===== config.mk =====
export PLATFORM = sky130hd
export DESIGN_NAME = read_line_buf
export DESIGN_NICKNAME = d
export VERILOG_FILES = /design/src/rtl/rlb_pkg.sv /design/src/rtl/rlb_tag_match.sv /design/src/rtl/read_line_buf.sv
export SDC_FILE = /design/constraint.sdc
export NUM_CORES = 1
export LEC_CHECK = 0
export ABC_AREA = 1
export CAP_MARGIN = 40
export CORE_MARGIN = 8
export CORE_UTILIZATION = 38
export CTS_CLUSTER_DIAMETER = 30
export CTS_CLUSTER_SIZE = 10
export DETAILED_ROUTE_END_ITERATION = 8
export HOLD_SLACK_MARGIN = 0.1
export PLACE_DENSITY = 0.63
export SYNTH_ARGS = -nofsm -noshare
export SYNTH_HDL_FRONTEND = slang
export SYNTH_SLANG_ARGS = --single-unit

===== constraint.sdc =====
create_clock -name clk -period 41 [get_ports clk]
set_input_delay 12.3 -clock clk [delete_from_list [all_inputs] [get_ports clk]]
set_output_delay 12.3 -clock clk [all_outputs]
set_load 0.05 [all_outputs]

===== src/rtl/rlb_pkg.sv =====
// Shared types and constants for the read line buffer.
package rlb_pkg;

    localparam int LINE_BYTES     = 16;
    localparam int WORDS_PER_LINE = 4;
    localparam int TAG_W          = 28;

    typedef enum logic [1:0] {
        ST_IDLE,
        ST_FILL_REQ,
        ST_FILL_WAIT,
        ST_RESP
    } state_t;

    typedef struct packed {
        logic             valid;
        logic [31:4]      tag;
        logic [127:0]     data;
    } rlb_entry_t;

    // Select one 32-bit word out of a 16-byte line.
    function automatic logic [31:0] line_word(input logic [127:0] line, input logic [1:0] idx);
        return line[{idx, 5'd0} +: 32];
    endfunction

endpackage


===== src/rtl/rlb_tag_match.sv =====
// Combinational lookup over all line tags: matching entry plus lowest free entry.
module rlb_tag_match
    import rlb_pkg::*;
#(
    parameter int ENTRIES = 4,
    localparam int IDX_W  = $clog2(ENTRIES)
) (
    input  logic [ENTRIES-1:0]            valid,
    input  logic [ENTRIES-1:0][TAG_W-1:0] tags,
    input  logic [TAG_W-1:0]              lookup_tag,
    output logic                          hit,
    output logic [IDX_W-1:0]              hit_idx,
    output logic                          free_found,
    output logic [IDX_W-1:0]              free_idx
);

    // Walk downwards so the lowest free index is the one left standing.
    always_comb begin
        hit        = 1'b0;
        hit_idx    = '0;
        free_found = 1'b0;
        free_idx   = '0;
        for (int i = ENTRIES - 1; i >= 0; i--) begin
            if (valid[i] && (tags[i] == lookup_tag)) begin
                hit     = 1'b1;
                hit_idx = IDX_W'(i);
            end
            if (!valid[i]) begin
                free_found = 1'b1;
                free_idx   = IDX_W'(i);
            end
        end
    end

endmodule


===== src/rtl/read_line_buf.sv =====
// Read-side line buffer: serves 32-bit loads from fully-associative 16-byte lines.
// Optional store snooping is enabled with the RLB_STORE_SNOOP_EN macro.
module read_line_buf
    import rlb_pkg::*;
#(
    parameter int ENTRIES = 4
) (
    input  logic        clk,
    input  logic        rst,
    input  logic        req_valid,
    input  logic [31:0] req_addr,
    output logic        req_ready,
    output logic        rsp_valid,
    output logic [31:0] rsp_data,
    input  logic        rsp_ready,
    output logic        mem_req_valid,
    output logic [31:0] mem_req_addr,
    input  logic        mem_req_ready,
    input  logic        mem_rsp_valid,
    input  logic [31:0] mem_rsp_data,
    input  logic        inval,
    input  logic        snoop_valid,
    input  logic [31:0] snoop_addr,
    output logic        busy
);

    localparam int IDX_W = $clog2(ENTRIES);

    // valid/ready: a transfer happens on a rising clk edge where both are high;
    // a raised valid holds its payload stable until that edge.

    rlb_entry_t                            lines [ENTRIES];
    state_t                                state;
    logic [IDX_W-1:0]                      rr_ptr;
    logic [IDX_W-1:0]                      victim;
    logic                                  victim_rr;
    logic [31:4]                           fill_tag;
    logic [1:0]                            fill_word;
    logic [1:0]                            req_word;
    logic [WORDS_PER_LINE-1:0][31:0]       fill_buf;
    logic                                  fill_poison;

    logic [ENTRIES-1:0]                    valid_vec;
    logic [ENTRIES-1:0][TAG_W-1:0]         tag_vec;
    logic                                  req_hit;
    logic [IDX_W-1:0]                      req_hit_idx;
    logic                                  req_free_found;
    logic [IDX_W-1:0]                      req_free_idx;
    logic                                  accept;
    logic                                  fill_active;

    logic                                  snoop_kill;
    logic [IDX_W-1:0]                      snoop_idx;
    logic                                  snoop_fill_hit;
    logic                                  snoop_req_hit;

    always_comb begin
        valid_vec = '0;
        tag_vec   = '0;
        for (int i = 0; i < ENTRIES; i++) begin
            valid_vec[i] = lines[i].valid;
            tag_vec[i]   = lines[i].tag;
        end
    end

    rlb_tag_match #(.ENTRIES(ENTRIES)) u_req_match (
        .valid      (valid_vec),
        .tags       (tag_vec),
        .lookup_tag (req_addr[31:4]),
        .hit        (req_hit),
        .hit_idx    (req_hit_idx),
        .free_found (req_free_found),
        .free_idx   (req_free_idx)
    );

`ifdef RLB_STORE_SNOOP_EN
    logic                 snp_hit;
    logic                 unused_snp_free_found;
    logic [IDX_W-1:0]     unused_snp_free_idx;
    logic [5:0]           unused_low_bits;

    rlb_tag_match #(.ENTRIES(ENTRIES)) u_snoop_match (
        .valid      (valid_vec),
        .tags       (tag_vec),
        .lookup_tag (snoop_addr[31:4]),
        .hit        (snp_hit),
        .hit_idx    (snoop_idx),
        .free_found (unused_snp_free_found),
        .free_idx   (unused_snp_free_idx)
    );

    assign snoop_kill      = snoop_valid && snp_hit;
    assign snoop_fill_hit  = snoop_valid && (snoop_addr[31:4] == fill_tag);
    assign snoop_req_hit   = snoop_valid && (snoop_addr[31:4] == req_addr[31:4]);
    assign unused_low_bits = {req_addr[1:0], snoop_addr[3:0]};
`else
    logic [34:0]          unused_snoop_bits;

    assign snoop_kill        = 1'b0;
    assign snoop_idx         = '0;
    assign snoop_fill_hit    = 1'b0;
    assign snoop_req_hit     = 1'b0;
    assign unused_snoop_bits = {snoop_valid, snoop_addr, req_addr[1:0]};
`endif

    assign req_ready   = !rst && (state == ST_IDLE) && !rsp_valid && !inval;
    assign accept      = req_valid && req_ready;
    assign busy        = (state != ST_IDLE) || rsp_valid;
    assign fill_active = (state == ST_FILL_REQ) || (state == ST_FILL_WAIT);

    always_ff @(posedge clk) begin
        if (rst) begin
            state         <= ST_IDLE;
            rr_ptr        <= '0;
            victim        <= '0;
            victim_rr     <= 1'b0;
            fill_tag      <= '0;
            fill_word     <= '0;
            req_word      <= '0;
            fill_poison   <= 1'b0;
            rsp_valid     <= 1'b0;
            rsp_data      <= '0;
            mem_req_valid <= 1'b0;
            mem_req_addr  <= '0;
            for (int i = 0; i < ENTRIES; i++) begin
                lines[i].valid <= 1'b0;
            end
        end else begin
            if (rsp_valid && rsp_ready) begin
                rsp_valid <= 1'b0;
            end

            case (state)
                ST_IDLE: begin
                    if (accept) begin
                        if (req_hit) begin
                            rsp_valid <= 1'b1;
                            rsp_data  <= line_word(lines[req_hit_idx].data, req_addr[3:2]);
                        end else begin
                            fill_tag      <= req_addr[31:4];
                            req_word      <= req_addr[3:2];
                            victim        <= req_free_found ? req_free_idx : rr_ptr;
                            victim_rr     <= !req_free_found;
                            fill_word     <= '0;
                            mem_req_valid <= 1'b1;
                            mem_req_addr  <= {req_addr[31:4], 4'b0000};
                            state         <= ST_FILL_REQ;
                            // A store to this line racing the accept makes the fill stale.
                            if (snoop_req_hit) begin
                                fill_poison <= 1'b1;
                            end
                        end
                    end
                end

                ST_FILL_REQ: begin
                    if (mem_req_ready) begin
                        mem_req_valid <= 1'b0;
                        state         <= ST_FILL_WAIT;
                    end
                end

                ST_FILL_WAIT: begin
                    if (mem_rsp_valid) begin
                        fill_buf[fill_word] <= mem_rsp_data;
                        if (fill_word == 2'd3) begin
                            state <= ST_RESP;
                        end else begin
                            fill_word     <= fill_word + 2'd1;
                            mem_req_valid <= 1'b1;
                            mem_req_addr  <= {fill_tag, fill_word + 2'd1, 2'b00};
                            state         <= ST_FILL_REQ;
                        end
                    end
                end

                ST_RESP: begin
                    if (!fill_poison && !inval && !snoop_fill_hit) begin
                        lines[victim].valid <= 1'b1;
                        lines[victim].tag   <= fill_tag;
                        lines[victim].data  <= fill_buf;
                    end
                    if (victim_rr) begin
                        rr_ptr <= rr_ptr + IDX_W'(1);
                    end
                    rsp_valid   <= 1'b1;
                    rsp_data    <= fill_buf[req_word];
                    fill_poison <= 1'b0;
                    state       <= ST_IDLE;
                end

                default: state <= ST_IDLE;
            endcase

            // Placed after the case so invalidation wins over a same-cycle install.
            if (inval) begin
                for (int i = 0; i < ENTRIES; i++) begin
                    lines[i].valid <= 1'b0;
                end
                if (fill_active) begin
                    fill_poison <= 1'b1;
                end
            end

            if (snoop_kill) begin
                lines[snoop_idx].valid <= 1'b0;
            end
            if (snoop_fill_hit && fill_active) begin
                fill_poison <= 1'b1;
            end
        end
    end

endmodule


==> Word level (Yosys, flattened, before mapping) <==
Memory sizes are Yosys's and may differ from the RTL's.
Cells that the tools add are included.
{ "op_classes": {"order_cmp": 3, "bitwise": 6, "shifts": 1, "n_mux": 70, "n_reduce_logical": 31, "n_eq_ne": 14, "add_sub_neg": 2} }
{ "ops": {"columns": ["op", "n"], "rows": [
  ["2-to-1 mux 32 bit", 8],
  ["2-to-1 mux 157 bit", 1],
  ["OR reduction 157 bit", 1],
  ["bitwise mux 128 bit", 1],
  ["case mux 32 bit (2 select lines)", 2],
  ["indexed part select 128 x 8 -> 32 bit", 1],
  ["equality test 28 bit", 4],
  ["binary-select mux 32 bit (select 2 bit)", 1],
  ["demux 32 bit (select 2 bit)", 1],
  ["2-to-1 mux 2 bit", 20],
  ["2-to-1 mux 1 bit", 32],
  ["inequality test 2 bit, second input constant", 6],
  ["logical AND 1 bit", 11],
  ["AND reduction 3 bit", 3],
  ["case mux 2 bit (4 select lines)", 1],
  ["equality test 2 bit, second input constant", 3],
  ["< comparator 2 x 3 -> 1 bit, second input constant", 2],
  ["AND reduction 6 bit", 1],
  ["nonzero test 2 bit", 3],
  ["logical NOT 1 bit", 5],
  ["AND reduction 5 bit", 1],
  ["adder 2 x 1 -> 2 bit, second input constant", 2],
  ["OR 1 bit", 4],
  ["case mux 2 bit (2 select lines)", 1],
  ["10 further kinds", 12]
]} }
{ "word_totals": {"mem_count": 1, "regBits": 234, "wordCells": 144, "in_bits": 104, "mem_bits_rw": 628, "out_inout_bits": 68} }
{ "memory_table": {"columns": ["memory", "words", "word_bits", "rd", "rd_clocked_by_memory_dff", "write_ports", "line", "text"], "rows": [
  ["lines", 4, 157, 5, 0, 4, "read_line_buf.sv:32", "rlb_entry_t lines [ENTRIES];"]
]} }

==> Logic depth before layout (Yosys ltp) <==
Gate-level depths: netlist of the first run.
An unclocked memory read counts as a cell.
{ "depth": {"word_depth": 12, "depth_mapped": 21, "depth_no_buf": 19} }

==> Cells and area by module <==
A second synthesis of the first run with hierarchy kept.
{ "hier_totals": {"cells_unflattened": 3451, "hier_area_um2": 35988.3} }
{ "modules_own_cells": {"columns": ["mod", "cells_each", "area_each_um2", "n_inst", "seq_area_each_um2"], "rows": [
  ["read_line_buf", 2971, 33970.1, 1, 24703.7],
  ["rlb_tag_match", 480, 2018.2, 1, 0.0]
]} }

==> Worst setup path before layout of the first run <==
OpenSTA, ideal clock, no wires.
{ "synth_timing": {"kind": "input to output", "start": "input inval", "end": "output req_ready", "arrival_time_ps": 13247, "path_buffers": 0, "path_stages": 3, "t_required_ps": 28700, "setup_slack_ps": 15453, "cell_sequence": "nor2_1 inv_1 nor2_1"} }
{ "synth_between": {"elab_chain_len": 2} }
{ "synth_rtl": {"columns": ["item", "line", "text"], "rows": [
  ["start, declared", "read_line_buf.sv:21", "input logic inval,"],
  ["logical NOT 1 bit", "read_line_buf.sv:106", "assign req_ready = !rst && (state == ST_IDLE) && !rsp_valid && !inval;"],
  ["logical AND 1 bit", "read_line_buf.sv:106", null],
  ["end, declared", "read_line_buf.sv:12", "output logic req_ready,"]
]} }
No other way between the ends.

==> Final worst setup path of the first run <==
{ "layout_timing": {"start": "input rst", "end": "output req_ready"} }
{ "layout_between": {"elab_chain_len": 4} }
{ "layout_rtl": {"columns": ["item", "line", "text"], "rows": [
  ["start, declared", "read_line_buf.sv:9", "input logic rst,"],
  ["logical NOT 1 bit", "read_line_buf.sv:106", null],
  ["logical AND 1 bit (3 in a row)", "read_line_buf.sv:106", null]
]} }
No other way between the ends.

==> results of run 1 <==
[layout by cell type (no fill, tap or decap), types with 23 or more instances in the layout]
master | netlist | routed
nand2_1 | 545 | 544
o21ai_0 | 173 | 173
nand3b_1 | 129 | 129
clkbuf_16 | 0 | 177
dfxtp_1 | 106 | 104
inv_2 | 18 | 24
buf_4 | 3 | 33
a31oi_1 | 28 | 28
edfxtp_1 | 752 | 752
clkdlybuf4s50_1 | 0 | 131
a21oi_1 | 105 | 105
clkinvlp_4 | 0 | 23
nand3_1 | 620 | 619
bufinv_16 | 0 | 29
inv_1 | 480 | 475
nor2_1 | 202 | 197
[critical path, cell delays in order]
cell             delay [ns]
buf_2                  0.09
buf_4                  0.33
nor2_1                 0.26
inv_1                  0.13
nor2_1                 0.24
clkdlybuf4s50_1        0.92
[per-stage QoR]
step,std cells,util
finish,5044,0.4737
global route,5043,0.4737
CTS,5042,0.4736
detailed placement,4714,0.4084
global placement,4707,0.4067
floorplan,3464,-
[state kept, by name, indices dropped and copies added, names as in the netlist]
| signal | cells |
|---|---|
| rsp_data | 32 |
| rr_ptr | 2 |
| fill_buf | 128 |
| fill_tag | 28 |
| state | 2 |
| fill_poison | 1 |
| mem_req_addr | 29 |
| victim | 2 |
| mem_req_valid | 1 |
| victim_rr | 1 |
| fill_word | 1 |
| rsp_valid | 1 |
| lines | 628 |
| req_word | 2 |
[routing by layer]
| layer | track usage | routed length (µm) |
|---|---|---|
| met5 | 0 | 55 |
| met4 | 0.07856 | 3243 |
| met3 | 0.04395 | 8243 |
| met2 | 0.2944 | 46600 |
| met1 | 0.2275 | 39850 |
[report_power, final]
part           internal, µW  switching, µW
combinational          69.4            169
clock                   988            485
sequential              974           17.9
[worst paths after layout]
kind / slack (ns) / end
worst max-delay path: 14.38 / req_ready
worst min-delay path: 0.46 / rsp_data[21]
worst max register to register: 35.61 / rsp_data[9]
worst min register to register: 0.46 / rsp_data[21]
[kinds of logic after synthesis]
family                   after synthesis  share of synthesized area
AO/OA/AOI/OAI                        340                    0.04821
AND/OR/NAND/NOR                     1519                     0.1908
XOR/XNOR                              32                   0.007627
adder cells (fa/ha/maj)               10                   0.003405
flip-flops                           858                     0.6723
buffers and inverters                703                    0.07760
other                                  1                  0.0001020
[cell type report]
| type | instances | area (µm²) |
|---|---|---|
| fillers | 8475 | 50670 |
| flip-flops and latches | 858 | 24710 |
| multi-input cells | 1903 | 9323 |
| clock buffers | 199 | 4552 |
| inverters | 499 | 1873 |
| repair buffers | 178 | 1824 |
| clock inverters | 129 | 1727 |
| well taps | 1276 | 1597 |
| diodes | 2 | 5.005 |
==> flow_summary_export.csv, run 1 <==
group,metric,value,unit
detailed_routing,drc,0,
synth,netlist-cell-type-count,35,
detailed_routing,wirelength,98.00,mm
floorplan,chipWidth,327.0,µm
sta,hold_violations,0,
grt,grt_start_max_net_pins,161,
clocking,post_cts_buffers,0,
synth,synthTopCellsByArea,"edfxtp_1 (61%), nand3_1 (8.4%), dfxtp_1 (5.8%), nand2_1 (5.6%), inv_1 (4.9%)",
sta,worst_slack,14.38,ns
layout,fin_area,0.04561,mm²
worst_hold_path,hold_path_class,"reg2reg",
synth,ys_warn_count,0,
clocking,clock_latency,0.77,ns
worst_setup_path,worstSetupStartpointType,"input pin",
floorplan,core_area,0.09628,mm²
worst_hold_path,hold_depth,2,
worst_setup_path,startpoint,"rst",
outcome,outcome,"finished clean",
synth,synth_top_area_cell,"edfxtp_1",
power_and_ir_drop,total_power,2703,µW
place,gp_congestion,0.7604,
sta,hold_ws,0.4599,ns
detailed_routing,firstDrtPassIters,8,
power_and_ir_drop,powerDensity,59.28,mW/mm²
worst_hold_path,hp-start,"rsp_data[21]",
detailed_routing,routed_via_density,5.076,
worst_setup_path,r2r-start,"lines[0][151]",
detailed_routing,drtIter0Drc,2080,
synth,syn_inst,3463,
detailed_routing,antenna_violating_nets_post_route,0,
grt,gr-total-overflow,0,
clocking,numCtsBuffers,175,
synth,synth_ff_type,"edfxtp_1",
sta,drv_slew,0,
sta,setup_viol,0,
floorplan,ioPinCount,172,
power_and_ir_drop,leakage,0.01787,µW
clocking,cts_num_sinks,858,
worst_setup_path,crit_fanout,40,
detailed_routing,via_count,25602,
worst_setup_path,end_kind,"output port",
sta,slew_headroom,0.3758,
power_and_ir_drop,vdd_drop_max,0.00006108,V
synth,async_reset_ff_frac,0,
floorplan,die-area,0.1069,mm²
sta,worst_pin_slew,0.9363,ns
worst_setup_path,cp.required,28.70,ns
sta,period_needed,26.62,ns
synth,synthDominantCellAreaShare,0.6145,
layout,final_nets,3729,
synth,yosysSeqAreaShare,0.6723,
synth,syn_area,0.03675,mm²
sta,min_period_over_period,0.6492,
place,portBuffers,134,
synth,synth_edf_count,752,
layout,drive_above_1_share,0.1020,
grt,grtUsageTotal,0.1802,
worst_setup_path,cp.arrival,14.32,ns
clocking,ctsRootBufferMaster,"clkbuf_16",
synth,synth-seq-cells,858,
place,place_ws,14.31,ns
clocking,cts_repair_resize_count,0,
layout,area_growth,24.11,%
grt,grt_pass1_wl,149.0,mm
place,dp_hpwl,49.75,mm
worst_setup_path,rr_worst_depth,19,
clocking,htreeDepth,4,
worst_setup_path,crit_type,"in2out",
synth,synthTopCellsByCount,"edfxtp_1 (752), nand3_1 (620), nand2_1 (545)",
floorplan,row_count,114,
place,dpl_cell_area,0.03932,mm²
sta,skew,0.06603,ns
flow_run,drv_cap,0,
floorplan,die_height,327.0,µm
sta,fmax,37.57,MHz
floorplan,initial_utilization,0.3817,
synth,synth.most_common_cell,"edfxtp_1",
sta,rsz0062_at_grt,"no",
clocking,cts_tree,"built",
sta,tns,0,ns
clocking,clk_pin_slew_worst_paths,0.04,ns
grt,antenna_found_initial,6,
synth,synth.avg_cell_area,10.61,µm²
clocking,hold_buffers,0,
detailed_routing,wl_per_cell,19.43,µm
clocking,clockBufferDepth,3,
grt,first_global_vias,25494,
(Power assumes the default switching activity.)
==> inputs of run 2 (changes only) <==
--- a/config.mk
+++ b/config.mk
@@ -13,7 +13,7 @@
 export CTS_CLUSTER_SIZE = 10
 export DETAILED_ROUTE_END_ITERATION = 8
 export HOLD_SLACK_MARGIN = 0.1
-export PLACE_DENSITY = 0.63
+export PLACE_DENSITY = 0.65
 export SYNTH_ARGS = -nofsm -noshare
 export SYNTH_HDL_FRONTEND = slang
 export SYNTH_SLANG_ARGS = --single-unit
==> constraint.sdc (replaced) <==
create_clock -name clk -period 23.3 [get_ports clk]
set_input_delay 6.99 -clock clk [delete_from_list [all_inputs] [get_ports clk]]
set_output_delay 6.99 -clock clk [all_outputs]
set_load 0.05 [all_outputs]
==> flow_summary_export.csv, run 2 (synthesis results as in run 1) <==
group,metric,value,unit
layout,final_nets,3728,
sta,min_period_over_period,0.6846,
power_and_ir_drop,power.internal,3447,µW
worst_setup_path,worstSetupStartpointType,"input pin",
floorplan,die_height,327.0,µm
clocking,clock_latency,0.76,ns
layout,layout_common_cells,"edfxtp_1 (752), nand3_1 (619), nand2_1 (544), inv_1 (475), nor2_1 (197)",
detailed_routing,via_count,25648,
worst_setup_path,rr_worst_depth,16,
layout,area_growth,23.28,%
power_and_ir_drop,powerDensity,101.6,mW/mm²
sta,fmax,62.69,MHz
worst_setup_path,cp.arrival,8.96,ns
power_and_ir_drop,power.sequential.fraction,0.379,
clocking,htreeDepth,4,
power_and_ir_drop,clkPwrFrac,0.530,
floorplan,initial_utilization,0.3817,
clocking,clockBufferDepth,3,
place,gp_congestion,0.7622,
flow_run,drv_cap,0,
clocking,ctsRootBufferMaster,"clkbuf_16",
detailed_routing,wl_per_cell,19.35,µm
place,portBuffers,134,
worst_setup_path,cp.required,16.31,ns
worst_setup_path,end_kind,"output port",
sta,setup_viol,0,
clocking,hold_buffers,0,
grt,gr-total-overflow,0,
worst_setup_path,r2r-start,"lines[0][137]",
sta,hold_ws,0.4579,ns
grt,grt_pass1_wl,147.8,mm
grt,grtUsageTotal,0.1781,
power_and_ir_drop,vdd_drop_max,0.00009749,V
floorplan,core_area,0.09628,mm²
layout,final_common_cell,"edfxtp_1",
power_and_ir_drop,leakage,0.01776,µW
detailed_routing,firstDrtPassIters,7,
worst_setup_path,startpoint,"inval",
sta,skew,0.06555,ns
worst_setup_path,crit_type,"in2out",
sta,slew_headroom,0.2530,
power_and_ir_drop,p_comb_frac,0.091,
detailed_routing,drtIter0Drc,2157,
clocking,post_cts_buffers,0,
sta,tns,0,ns
floorplan,ioPinCount,172,
floorplan,row_count,114,
power_and_ir_drop,swShare,0.2513,
sta,worst_pin_slew,1.120,ns
floorplan,chipWidth,327.0,µm
detailed_routing,routed_via_density,5.092,
grt,grt_start_max_net_pins,156,
worst_hold_path,hold_depth,0,
outcome,outcome,"finished clean",
grt,antenna_found_initial,7,
sta,drv_slew,0,
clocking,numCtsBuffers,171,
clocking,cts_num_sinks,858,
layout,largest_reg_flops,628,
detailed_routing,drc,0,
detailed_routing,antenna_violating_nets_post_route,0,
worst_hold_path,hp-start,"fill_buf[98]",
place,dp_hpwl,48.65,mm
layout,reg.largest.list,"lines (628), fill_buf (128), rsp_data (32)",
layout,fill_cells,8522,
detailed_routing,wirelength,97.46,mm
grt,first_global_vias,25581,
layout,drive_above_1_share,0.09923,
clocking,cts_tree,"built",
clocking,cts_repair_resize_count,0,
worst_setup_path,crit_fanout,4,
floorplan,die-area,0.1069,mm²
sta,hold_violations,0,
layout,regMostFlops,"lines",
layout,utilization,0.4705,
clocking,clk_pin_slew_worst_paths,0.05,ns
worst_hold_path,hold_path_class,"reg2reg",
sta,rsz0062_at_grt,"no",
sta,period_needed,15.95,ns
power_and_ir_drop,switchingPower,1157,µW
-- run 2: changes by cell type in the layout (fill, tap and decap cells not counted), sizes merged --
| cell | previous run | this run |
|---|---|---|
| buf | 47 | 50 |
| inv | 514 | 508 |
| clkbuf | 199 | 196 |
| clkinv | 62 | 77 |
| bufinv | 29 | 20 |
| clkinvlp | 23 | 16 |
-- run 2: per-stage QoR --
| step | cell area [µm²] | worst slack [ns] | instances | total power (µW) |
|---|---|---|---|---|
| after floorplan | 36750 | 4.334 | 3464 | 2034 |
| after global placement | 39160 | 7.338 | 4708 | 2185 |
| after detailed placement | 39380 | 7.314 | 4717 | 2193 |
| after CTS | 45300 | 7.314 | 5035 | 4641 |
| after global routing | 45300 | 7.226 | 5036 | 4755 |
| final | 45300 | 7.348 | 5037 | 4603 |
-- run 2: worst max-delay path, stage by stage --
cell,delay (ns)
clkdlybuf4s50_1,0.51
nor2_1,0.21
inv_1,0.16
nor2_1,0.19
clkdlybuf4s50_1,0.89
-- run 2: final timing paths --
| check | endpoint | slack (ns) |
|---|---|---|
| setup reg to reg | rsp_data[6] | 18.62 |
| hold reg to reg | lines[1][98] | 0.46 |
| setup / recovery | req_ready | 7.35 |
| hold / removal | lines[1][98] | 0.46 |
-- run 2: power groups by stage --
stage	combinational, µW	clock, µW	sequential [µW]
final	420	2440	1740
after global routing	453	2550	1750
after CTS	424	2470	1750
after detailed placement	421	0	1770
after global placement	415	0	1770
after floorplan	163	0	1870
-- run 2: metal layers --
layer / routed length [µm] / GRT usage / up-vias
met5: 66 / 0 / -
met4: 2730 / 0.06558 / 10
met3: 8157 / 0.04473 / 225
met2: 46930 / 0.3003 / 989
met1: 39580 / 0.2209 / 12316
li1: - / - / 12108
-- run 2: cell type report --
class / instances / area, µm² / area share
clock buffers: 196 / 4474 / 0.09876
inverters: 499 / 1873 / 0.04134
clock inverters: 122 / 1446 / 0.03193
flip-flops and latches: 858 / 24710 / 0.5453
diodes: 2 / 5.005 / 0.0001105
multi-input cells: 1903 / 9323 / 0.2058
repair buffers: 181 / 1879 / 0.04148
well taps: 1276 / 1597 / 0.03524
